[src/rtl/router_pkg.sv]
`default_nettype none
// ============================================================================
//  Module      : router_pkg
//  Description : Shared widths, header field positions, receiver state enum
//                and a header-field helper for the router packet receiver.
//  Ports       : (package - none)
//  Revision    : 1.0  initial release
// ============================================================================
package router_pkg;

  localparam int LEN_W  = 6;
  localparam int ADDR_W = 2;
  localparam int DATA_W = 8;

  // Header byte layout: {len[5:0], addr[1:0]}
  localparam int HDR_LEN_MSB  = 7;
  localparam int HDR_LEN_LSB  = 2;
  localparam int HDR_ADDR_MSB = 1;
  localparam int HDR_ADDR_LSB = 0;

  // No output port answers to this address, so it is always an address error.
  localparam logic [ADDR_W-1:0] ADDR_INVALID = 2'b11;

  typedef enum logic [1:0] {
    HDR     = 2'd0,
    PAYLOAD = 2'd1,
    PARITY  = 2'd2,
    DONE    = 2'd3
  } rx_state_t;

  function automatic logic [LEN_W-1:0] hdr_len(input logic [DATA_W-1:0] hdr);
    return hdr[HDR_LEN_MSB:HDR_LEN_LSB];
  endfunction

  function automatic logic [ADDR_W-1:0] hdr_addr(input logic [DATA_W-1:0] hdr);
    return hdr[HDR_ADDR_MSB:HDR_ADDR_LSB];
  endfunction

endpackage
`default_nettype wire

[src/rtl/router_rx_fifo.sv]
`default_nettype none
// ============================================================================
//  Module      : router_rx_fifo
//  Description : Synchronous FIFO holding payload bytes plus their last tag.
//                Pointers wrap modulo DEPTH; simultaneous push and pop keeps
//                the occupancy unchanged.
//  Ports       : clock, reset     - clock / synchronous active-high reset
//                push, push_data  - write side
//                pop, pop_data    - read side (pop_data shows the head entry)
//                empty, count     - occupancy status
//  Revision    : 1.0  initial release
// ============================================================================
module router_rx_fifo
  import router_pkg::*;
#(
  parameter int DEPTH = 4,
  parameter int WIDTH = DATA_W + 1
) (
  input  logic                     clock,
  input  logic                     reset,
  input  logic                     push,
  input  logic [WIDTH-1:0]         push_data,
  input  logic                     pop,
  output logic [WIDTH-1:0]         pop_data,
  output logic                     empty,
  output logic [$clog2(DEPTH):0]   count
);

  localparam int PTR_W = $clog2(DEPTH);

  logic [WIDTH-1:0] r_mem [DEPTH];
  logic [PTR_W-1:0] r_wr_ptr;
  logic [PTR_W-1:0] r_rd_ptr;
  logic [PTR_W:0]   r_count;
  logic             w_do_push;
  logic             w_do_pop;

  assign w_do_pop  = pop && (r_count != '0);
  // A push into a full FIFO is only taken when the head is leaving the same cycle.
  assign w_do_push = push && ((r_count != (PTR_W+1)'(DEPTH)) || w_do_pop);

  always_ff @(posedge clock) begin
    if (reset) begin
      r_wr_ptr <= '0;
      r_rd_ptr <= '0;
      r_count  <= '0;
    end else begin
      if (w_do_push) r_wr_ptr <= r_wr_ptr + PTR_W'(1);
      if (w_do_pop)  r_rd_ptr <= r_rd_ptr + PTR_W'(1);
      case ({w_do_push, w_do_pop})
        2'b10:   r_count <= r_count + (PTR_W+1)'(1);
        2'b01:   r_count <= r_count - (PTR_W+1)'(1);
        default: r_count <= r_count;
      endcase
    end
  end

  // Storage needs no reset: nothing is visible until the count says so.
  always_ff @(posedge clock) begin
    if (w_do_push) r_mem[r_wr_ptr] <= push_data;
  end

  assign pop_data = r_mem[r_rd_ptr];
  assign empty    = (r_count == '0);
  assign count    = r_count;

endmodule
`default_nettype wire

[src/rtl/router_pkt_rx.sv]
`default_nettype none
// ============================================================================
//  Module      : router_pkt_rx
//  Description : Packet receiver for one router output port. Drains the
//                router output FIFO, parses {len,addr} header, payload and
//                parity byte, forwards payload on a valid/ready stream and
//                reports per-packet status (length, parity, address,
//                truncation).
//  Optional    : RX_STATS_EN adds saturating pkt_count / err_count outputs.
//  Ports       : clock, reset                 - clock / sync active-high reset
//                valid_out, data_out, read_enb - router output FIFO interface
//                pl_data, pl_valid, pl_ready, pl_last - payload stream
//                pkt_done, pkt_len, parity_err, addr_err, trunc_err - status
//                pkt_count, err_count         - statistics (RX_STATS_EN only)
//  Revision    : 1.0  initial release
// ============================================================================
module router_pkt_rx
  import router_pkg::*;
#(
  parameter int PORT_ID   = 0,
  parameter int BUF_DEPTH = 4,
  parameter int TIMEOUT   = 32
) (
  input  logic              clock,
  input  logic              reset,
  input  logic              valid_out,
  input  logic [DATA_W-1:0] data_out,
  output logic              read_enb,
  output logic [DATA_W-1:0] pl_data,
  output logic              pl_valid,
  input  logic              pl_ready,
  output logic              pl_last,
  output logic              pkt_done,
  output logic [LEN_W-1:0]  pkt_len,
  output logic              parity_err,
  output logic              addr_err,
  output logic              trunc_err
`ifdef RX_STATS_EN
  ,
  output logic [15:0]       pkt_count,
  output logic [15:0]       err_count
`endif
);

  localparam int                CNT_W       = $clog2(BUF_DEPTH) + 1;
  localparam logic [ADDR_W-1:0] c_port_addr = ADDR_W'(PORT_ID);
  localparam logic [7:0]        c_idle_max  = 8'(TIMEOUT - 1);

  rx_state_t         r_state;
  rx_state_t         w_next_state;
  logic              r_inflight;
  logic              w_capture;
  logic [LEN_W-1:0]  r_len;
  logic [LEN_W-1:0]  w_len_n;
  logic [LEN_W-1:0]  r_cnt;
  logic [LEN_W-1:0]  w_cnt_n;
  logic [ADDR_W-1:0] r_addr;
  logic [ADDR_W-1:0] w_addr_n;
  logic [DATA_W-1:0] r_acc;
  logic [DATA_W-1:0] w_acc_n;
  logic [7:0]        r_idle;
  logic [7:0]        w_idle_n;
  logic              w_push;
  logic              w_push_last;
  logic              w_load;
  logic              w_perr_n;
  logic              w_aerr_n;
  logic              w_terr_n;
  logic              w_addr_bad;
  logic              w_timeout;
  logic              w_buf_empty;
  logic [CNT_W-1:0]  w_buf_count;
  logic [DATA_W:0]   w_pop_word;
  logic [CNT_W:0]    w_occupancy;

  // A byte read on cycle N is on data_out at the edge ending cycle N+1.
  assign w_capture  = r_inflight;

  assign w_addr_bad = (r_addr == ADDR_INVALID) || (r_addr != c_port_addr);
  assign w_timeout  = ((r_state == PAYLOAD) || (r_state == PARITY)) &&
                      !w_capture && (r_idle == c_idle_max);

  // ---------------------------------------------------------------- FSM
  always_ff @(posedge clock) begin
    if (reset) begin
      r_state <= HDR;
    end else begin
      r_state <= w_next_state;
    end
  end

  always_comb begin
    w_next_state = r_state;
    w_len_n      = r_len;
    w_cnt_n      = r_cnt;
    w_addr_n     = r_addr;
    w_acc_n      = r_acc;
    w_idle_n     = r_idle;
    w_push       = 1'b0;
    w_push_last  = 1'b0;
    w_load       = 1'b0;
    w_perr_n     = 1'b0;
    w_aerr_n     = 1'b0;
    w_terr_n     = 1'b0;

    case (r_state)
      HDR: begin
        w_idle_n = '0;
        if (w_capture) begin
          w_len_n      = hdr_len(data_out);
          w_addr_n     = hdr_addr(data_out);
          w_acc_n      = data_out;
          w_cnt_n      = '0;
          w_next_state = (hdr_len(data_out) != '0) ? PAYLOAD : PARITY;
        end
      end

      PAYLOAD: begin
        if (w_capture) begin
          w_push   = 1'b1;
          w_acc_n  = r_acc ^ data_out;
          w_cnt_n  = r_cnt + LEN_W'(1);
          w_idle_n = '0;
          if (r_cnt == r_len - LEN_W'(1)) begin
            w_push_last  = 1'b1;
            w_next_state = PARITY;
          end
        end else if (w_timeout) begin
          w_terr_n     = 1'b1;
          w_aerr_n     = w_addr_bad;
          w_load       = 1'b1;
          w_next_state = DONE;
        end else begin
          w_idle_n = r_idle + 8'd1;
        end
      end

      PARITY: begin
        if (w_capture) begin
          w_perr_n     = (r_acc != data_out);
          w_aerr_n     = w_addr_bad;
          w_load       = 1'b1;
          w_idle_n     = '0;
          w_next_state = DONE;
        end else if (w_timeout) begin
          w_terr_n     = 1'b1;
          w_aerr_n     = w_addr_bad;
          w_load       = 1'b1;
          w_next_state = DONE;
        end else begin
          w_idle_n = r_idle + 8'd1;
        end
      end

      DONE: begin
        w_idle_n     = '0;
        w_next_state = HDR;
      end

      default: begin
        w_next_state = HDR;
      end
    endcase
  end

  // ---------------------------------------------------------- datapath
  always_ff @(posedge clock) begin
    if (reset) begin
      r_inflight <= 1'b0;
      r_len      <= '0;
      r_cnt      <= '0;
      r_addr     <= '0;
      r_acc      <= '0;
      r_idle     <= '0;
      pkt_len    <= '0;
      parity_err <= 1'b0;
      addr_err   <= 1'b0;
      trunc_err  <= 1'b0;
    end else begin
      r_inflight <= read_enb;
      r_len      <= w_len_n;
      r_cnt      <= w_cnt_n;
      r_addr     <= w_addr_n;
      r_acc      <= w_acc_n;
      r_idle     <= w_idle_n;
      // Status is loaded on entry to DONE so it is valid alongside pkt_done.
      if (w_load) begin
        pkt_len    <= r_len;
        parity_err <= w_perr_n;
        addr_err   <= w_aerr_n;
        trunc_err  <= w_terr_n;
      end
    end
  end

  // Reads are reserved against buffer space, counting the byte in flight.
  // No read is launched into DONE (entering or inside), so every captured
  // byte always lands in a parsing state.
  assign w_occupancy = {1'b0, w_buf_count} + (CNT_W+1)'(r_inflight);
  assign read_enb    = valid_out && !reset &&
                       (w_occupancy < (CNT_W+1)'(BUF_DEPTH)) &&
                       (r_state != DONE) && (w_next_state != DONE);

  router_rx_fifo #(
    .DEPTH (BUF_DEPTH),
    .WIDTH (DATA_W + 1)
  ) u_fifo (
    .clock     (clock),
    .reset     (reset),
    .push      (w_push),
    .push_data ({w_push_last, data_out}),
    .pop       (pl_valid && pl_ready),
    .pop_data  (w_pop_word),
    .empty     (w_buf_empty),
    .count     (w_buf_count)
  );

  // Head entry is masked so stale storage never shows after reset.
  assign pl_valid = !w_buf_empty;
  assign pl_data  = pl_valid ? w_pop_word[DATA_W-1:0] : '0;
  assign pl_last  = pl_valid && w_pop_word[DATA_W];
  assign pkt_done = (r_state == DONE);

`ifdef RX_STATS_EN
  always_ff @(posedge clock) begin
    if (reset) begin
      pkt_count <= '0;
      err_count <= '0;
    end else if (pkt_done) begin
      if (pkt_count != 16'hFFFF) pkt_count <= pkt_count + 16'd1;
      if ((parity_err || addr_err || trunc_err) && (err_count != 16'hFFFF))
        err_count <= err_count + 16'd1;
    end
  end
`endif

endmodule
`default_nettype wire
[config.mk]
export PLATFORM = sky130hd
export DESIGN_NAME = router_pkt_rx
export DESIGN_NICKNAME = d
export VERILOG_FILES = /design/src/rtl/router_pkg.sv /design/src/rtl/router_rx_fifo.sv /design/src/rtl/router_pkt_rx.sv
export SDC_FILE = /design/constraint.sdc
export NUM_CORES = 1
export LEC_CHECK = 0
export CAP_MARGIN = 10
export CORE_UTILIZATION = 57
export DETAILED_ROUTE_END_ITERATION = 10
export MAX_ROUTING_LAYER = met4
export PLACE_DENSITY = 0.79
export SLEW_MARGIN = 20
export SYNTH_ARGS = -nofsm -noshare
export SYNTH_HDL_FRONTEND = slang
export SYNTH_SLANG_ARGS = --single-unit
[constraint.sdc]
create_clock -name clock -period 3.2 [get_ports clock]
set_input_delay 0.64 -clock clock [delete_from_list [all_inputs] [get_ports clock]]
set_output_delay 0.64 -clock clock [all_outputs]
set_load 0.05 [all_outputs]
Yosys cells after proc, flatten, opt, wreduce, memory -nomap -nowiden
Memory sizes are Yosys's and may differ from the RTL's. A register that Yosys moved wholly into a read port is not among the register bits.
Cells that the tools add are included.

storage, ports and cells
  flip-flop bits (word level) = 49
  bits in latches = 0
  bits in writable memories = 36
  memory bits (read-only) = 0
  input port bits = 12
  output and inout bits = 21
  logic and storage cells = 105
  memories = 1

memories
  memory        depth  width  read ports  clocked after memory_dff  write ports  RTL line              text
  u_fifo.r_mem  4      9      1           1                         1            router_rx_fifo.sv:31  logic [WIDTH-1:0] r_mem [DEPTH];

cells by class
  add/subtract/negate cells = 8
  $mul = 0
  divide/modulo/power cells = 0
  order comparisons = 1
  equal/unequal tests = 15
  shifts and indexed selects = 0
  muxes and demuxes = 38
  bitwise gates (word level) = 1
  reduce and logical (&&, ||, !) cells = 27

operators with widths
  kind                 number
  $mux 8               5
  $pmux 8 s2           2
  $mux 1               16
  $mux 2               8
  $mux 6               2
  $pmux 6 s2           1
  $logic_and 1x1->1    10
  $add 8x1->8 const B  1
  $eq 2x2->1 const B   4
  $eq 8x5->1 const B   1
  $ne 2x2->1 const B   4
  $ne 8x8->1           1
  $pmux 2 s4           1
  $xor 8x8->8          1
  $add 6x1->6 const B  1
  $eq 6x6->1           1
  $ne 3x3->1 const B   2
  $pmux 3 s2           1
  $reduce_bool 2->1    3
  $reduce_bool 6->1    1
  $sub 6x1->6 const B  1
  $add 2x1->2 const B  2
  $add 3x1->4          1
  $eq 2x1->1 const B   2
  12 further kinds     18

Logic depth before layout (Yosys ltp)
  depth in word-level cells = 9
  mapped depth = 12
  gate-level depth less buffers = 11

Modules after synthesis
A second synthesis with hierarchy kept.

second synthesis, totals
  cell total of the unflattened synthesis = 383
  area, all modules = 4052.6 µm²

modules (own cells, without submodules)
  module          times used  cells an instance  area each (µm²)  sequential area each (µm²)
  router_pkt_rx   1           269                2192.1           840.8
  router_rx_fifo  1           114                1860.5           1261.2

Least setup slack after synthesis
No wires, ideal clock.

  path type = reg-to-output
  start point = register r_state[0]
  end point = output read_enb
  data arrival time = 2.218 ns
  slack = 0.342 ns
  cell stages (with the launch flop) = 8
  buffers on the path = 0
  path through = dfxtp_1 -> inv_1 -> ha_1 -> nand2b_1 -> or3_4 -> a311o_1 -> o21ba_1 -> o211a_1

on the way
  cells in the longest elaborated chain, start to end = 9
  elaborated cells on any way between the ends = 17
  classes of those cells = eq/ne (5); mux (6); reduce/logical (6)

ends and longest elaborated chain
  item                                      RTL line                                    text
  start: declaration                        router_pkt_rx.sv:49                         rx_state_t r_state;
  start signal: assignment                  router_pkt_rx.sv:88                         r_state <= w_next_state;
  $eq 2x1->1 or $eq 2x2->1 (tied branches)  router_pkt_rx.sv:80, router_pkt_rx.sv:106
  $logic_or 1x1->1                          router_pkt_rx.sv:80                         assign w_timeout = ((r_state == PAYLOAD) || (r_state == PARITY)) &&
  $logic_and 1x1->1                         router_pkt_rx.sv:80
  $logic_and 1x1->1                         router_pkt_rx.sv:81                         !w_capture && (r_idle == c_idle_max);
  $mux 2                                    router_pkt_rx.sv:128, router_pkt_rx.sv:145
  $mux 2 (on tied branches)                 router_pkt_rx.sv:139, router_pkt_rx.sv:119
  $pmux 2 s4                                router_pkt_rx.sv:106                        case (r_state)
  $ne 2x2->1                                router_pkt_rx.sv:202                        (r_state != DONE) && (w_next_state != DONE);
  $logic_and 1x1->1 *                       router_pkt_rx.sv:202
  end: declaration                          router_pkt_rx.sv:28                         output logic read_enb,

Mark *: on every way between the ends. The rest lies on a longest branch, timed or not.

Worst setup path after layout
  start point = input data_out[6]
  end point = output read_enb

on the way
  cells in the longest elaborated chain, start to end = 6

ends and longest elaborated chain
  item                RTL line              text
  start: declaration  router_pkt_rx.sv:27   input logic [DATA_W-1:0] data_out,
  $reduce_bool 6->1   router_pkt_rx.sv:114  w_next_state = (hdr_len(data_out) != '0) ? PAYLOAD : PARITY;
  $mux 2              router_pkt_rx.sv:114
  $mux 2              router_pkt_rx.sv:109  if (w_capture) begin
  $pmux 2 s4          router_pkt_rx.sv:106
  $ne 2x2->1          router_pkt_rx.sv:202
  $logic_and 1x1->1   router_pkt_rx.sv:202

No other way between the ends.

==> results.py <==
metrics = {
    "finish": {
        "fin_util_pct": 74.0,
        "multi_input_area_um2": 1830,
        "final_cell_area_um2": 4830,
        "antenna_cells": 0,
        "final_cell_mix": "dfxtp_1, nand2_1, edfxtp_1",
        "area_growth_pct": 22.5,
        "fillCellCount": 441,
        "final_nets": 445,
        "seq_area_um2": 2120,
        "drive_gt1_share_pct": 18.4,
        "final_common_cell": "dfxtp_1",
    },
    "hold_path": {
        "hp-class": "reg2reg",
    },
    "drt": {
        "wl_um": 8120,
        "vias_per_cell": 5.82,
        "wl_per_cell_um": 16.2,
        "ant_nets": 0,
        "drc_errors": 0,
        "drtPass1Iterations": 4,
        "first_iter_violations": 140,
        "via_count": 2918,
    },
    "synthesis": {
        "synth.top_cell.area_share_pct": 27.4,
        "syn_area_um2": 3950,
        "yosysSeqAreaShare_pct": 53.3,
        "ys_ff_latch": 87,
        "syn_inst": 366,
        "ys_warn_count": 0,
        "synth.avg_cell_area_um2": 10.8,
        "syn_nets": 392,
        "synth_top_cell_by_area": "edfxtp_1",
        "yosys-top-cells-area": "edfxtp_1, dfxtp_1, mux4_2",
        "synth_cell_types": 50,
    },
    "floorplan": {
        "core-area_um2": 6530,
        "rows": 29,
        "die_h_um": 85.2,
        "start_util_pct": 60.4,
        "io_pins": 33,
        "die_area_um2": 7260,
        "die_w_um": 85.2,
    },
    "outcome": {
        "status": "finished clean",
    },
    "critical_path": {
        "required_ns": 2.56,
        "crit_fanout": 2,
        "worstSetupEndpointType": "output pin",
        "start_kind": "primary input",
        "critical_path_arrival_ns": 2.52,
        "crit_type": "in2out",
    },
    "sta": {
        "fin_skew_ns": 0.00849,
        "setup_viol": 0,
        "tightest_slew_ns": 0.593,
        "drv_slew": 0,
        "hold_viol_final": 0,
        "final.min_clock_period_ns": 3.16,
        "fmax_mhz": 317,
        "min_period_over_period_pct": 98.7,
        "maxSlewHeadroom_pct": 60.5,
        "layout_setup_ws_ns": 0.0410,
    },
    "placement": {
        "dpl_worst_slack_ns": -0.143,
        "globalplace.congestion": 0.892,
        "portBuffers": 32,
        "dp_hpwl_um": 5310,
        "placed_area_um2": 4440,
    },
    "power": {
        "power.internal_w": 0.00202,
        "p_switching_w": 0.000927,
        "vdd_ir_drop_max_v": 0.000388,
        "power_density_nw_per_um2": 611,
        "p_leak_nw": 1.72,
        "clkPwrFrac_pct": 28.7,
        "combPwrFrac_pct": 28.2,
        "p_seq_share_pct": 43.0,
        "sw_frac_of_total_pct": 31.4,
    },
    "global_route": {
        "antenna_found_initial": 0,
        "gr-total-overflow": 0,
        "grt_pass1_vias": 2762,
        "grt_pass1_wl_um": 13000,
        "grt_max_degree": 46,
        "track_usage_pct": 23.9,
    },
    "clock_network": {
        "clockRootBuffer": "clkbuf_8",
        "cts_buffers": 9,
        "postCtsHoldBufs": 0,
        "clockBufferDepth": 2,
        "clk_pin_slew_worst_paths_ns": 0.09,
        "cts_sinks": 87,
        "clkLatencyLatePin_ns": 0.34,
        "htreeDepth": 3,
        "cts_tree": "done",
    },
    "flow_run": {
        "maxCapViolations": 0,
    },
}
## final timing paths
check               from         endpoint  cells after the start  slack (ns)
max          data_out[6]         read_enb                      9        0.04
min           parity_err       parity_err                      2        0.46
max reg2reg   r_state[1]  u_fifo.count[2]                     11        0.63
min reg2reg   parity_err       parity_err                      2        0.46
## cells in the mapped netlist (all sizes together)
library cell / instances
and3: 2
nand4: 6
xnor2: 14
edfxtp: 36
clkbuf: 8
mux2i: 9
a311oi: 1
xor2: 9
fa: 1
o22ai: 9
nor4: 2
nor3: 15
a221oi: 1
a41oi: 1
ha: 13
a22oi: 3
nand2: 37
a2bb2oi: 1
nor2b: 1
o21ba: 2
a2111oi: 1
o21a: 1
or4b: 1
nand3: 6
and4: 2
inv: 14
a31oi: 2
a32oi: 1
nor4b: 2
o2111ai: 1
nor3b: 1
dfxtp: 51
nor2: 31
mux4: 9
buf: 6
o311ai: 1
a21oi: 27
or4: 1
or3: 5
a311o: 1
nand2b: 2
and2: 15
o211a: 2
o21ai: 12
## flip-flops by register name (all words and copies together) (netlist names), named ones only
register,count
addr_err,1
parity_err,1
pkt_len,6
r_acc,8
r_addr,2
r_cnt,6
r_idle,8
r_inflight,1
r_len,6
r_state,2
trunc_err,1
u_fifo.count,3
u_fifo.r_mem,36
u_fifo.r_rd_ptr,2
u_fifo.r_wr_ptr,2
## power groups by stage
| stage | registers, W | logic, W | clock network, W |
|---|---|---|---|
| floorplan | 0.00128 | 0.000501 | 0 |
| global placement | 0.00129 | 0.000705 | 0 |
| detailed placement | 0.00129 | 0.000720 | 0 |
| CTS | 0.00127 | 0.000737 | 0.000866 |
| global route | 0.00128 | 0.000909 | 0.000914 |
| finish | 0.00127 | 0.000833 | 0.000847 |
## metrics by stage
stage | hold slack, ns | setup TNS [ns] | total power, W | cells
after floorplan | 0.436 | 0 | 0.00178 | 366
after global placement | 0.447 | -0.106 | 0.00199 | 477
after detailed placement | 0.457 | -0.143 | 0.00201 | 477
after CTS | 0.470 | 0 | 0.00287 | 495
after global routing | 0.492 | -0.0589 | 0.00310 | 501
final | 0.463 | 0 | 0.00295 | 501
## layout make-up
class / count / area share [%]
Clock buffer: 9 / 2.56
Clock inverter: 7 / 2.12
Inverter: 14 / 1.09
Multi-Input combinational cell: 251 / 37.9
Sequential cell: 87 / 43.8
Tap cell: 77 / 1.99
Timing Repair Buffer: 56 / 10.5
## worst max-delay path, cell delays in order
cell           delay [ns]
dlygate4sd2_1        0.27
or4b_4               0.57
nor4_4               0.17
buf_4                0.16
a21oi_1              0.03
a21oi_1              0.17
o21ai_2              0.08
o211a_1              0.26
buf_12               0.15
## cells by family (layout without fill, tap and decap cells)
| kind of cell | after synthesis | after routing | share of synthesized area [%] |
|---|---|---|---|
| flops | 87 | 87 | 53.3 |
| buf+inv | 28 | 86 | 2.76 |
| fa+ha+maj | 14 | 14 | 4.63 |
| xor+xnor | 23 | 23 | 5.11 |
| simple gates | 129 | 129 | 16.2 |
| compound gates | 67 | 67 | 10.6 |
| mux | 18 | 18 | 7.42 |
## repair_timing
action | in CTS | in global routing
buffers inserted | 2 | 6
endpoints found under the setup margin | 1 | 1
pin swaps | 4 | 10
gates resized for setup | 10 | 23
endpoints found under the hold margin | 0 | 0
## metal layers
layer | wire length [um] | track usage, % | part of all wire (%)
met1 | 3540 | 29.4 | 44
met2 | 4140 | 39.0 | 51
met3 | 305 | 3.60 | 3.8
met4 | 137 | 11.2 | 1.7
met5 | 0 | - | 0
Note: power is estimated with default switching activity, not from simulation.
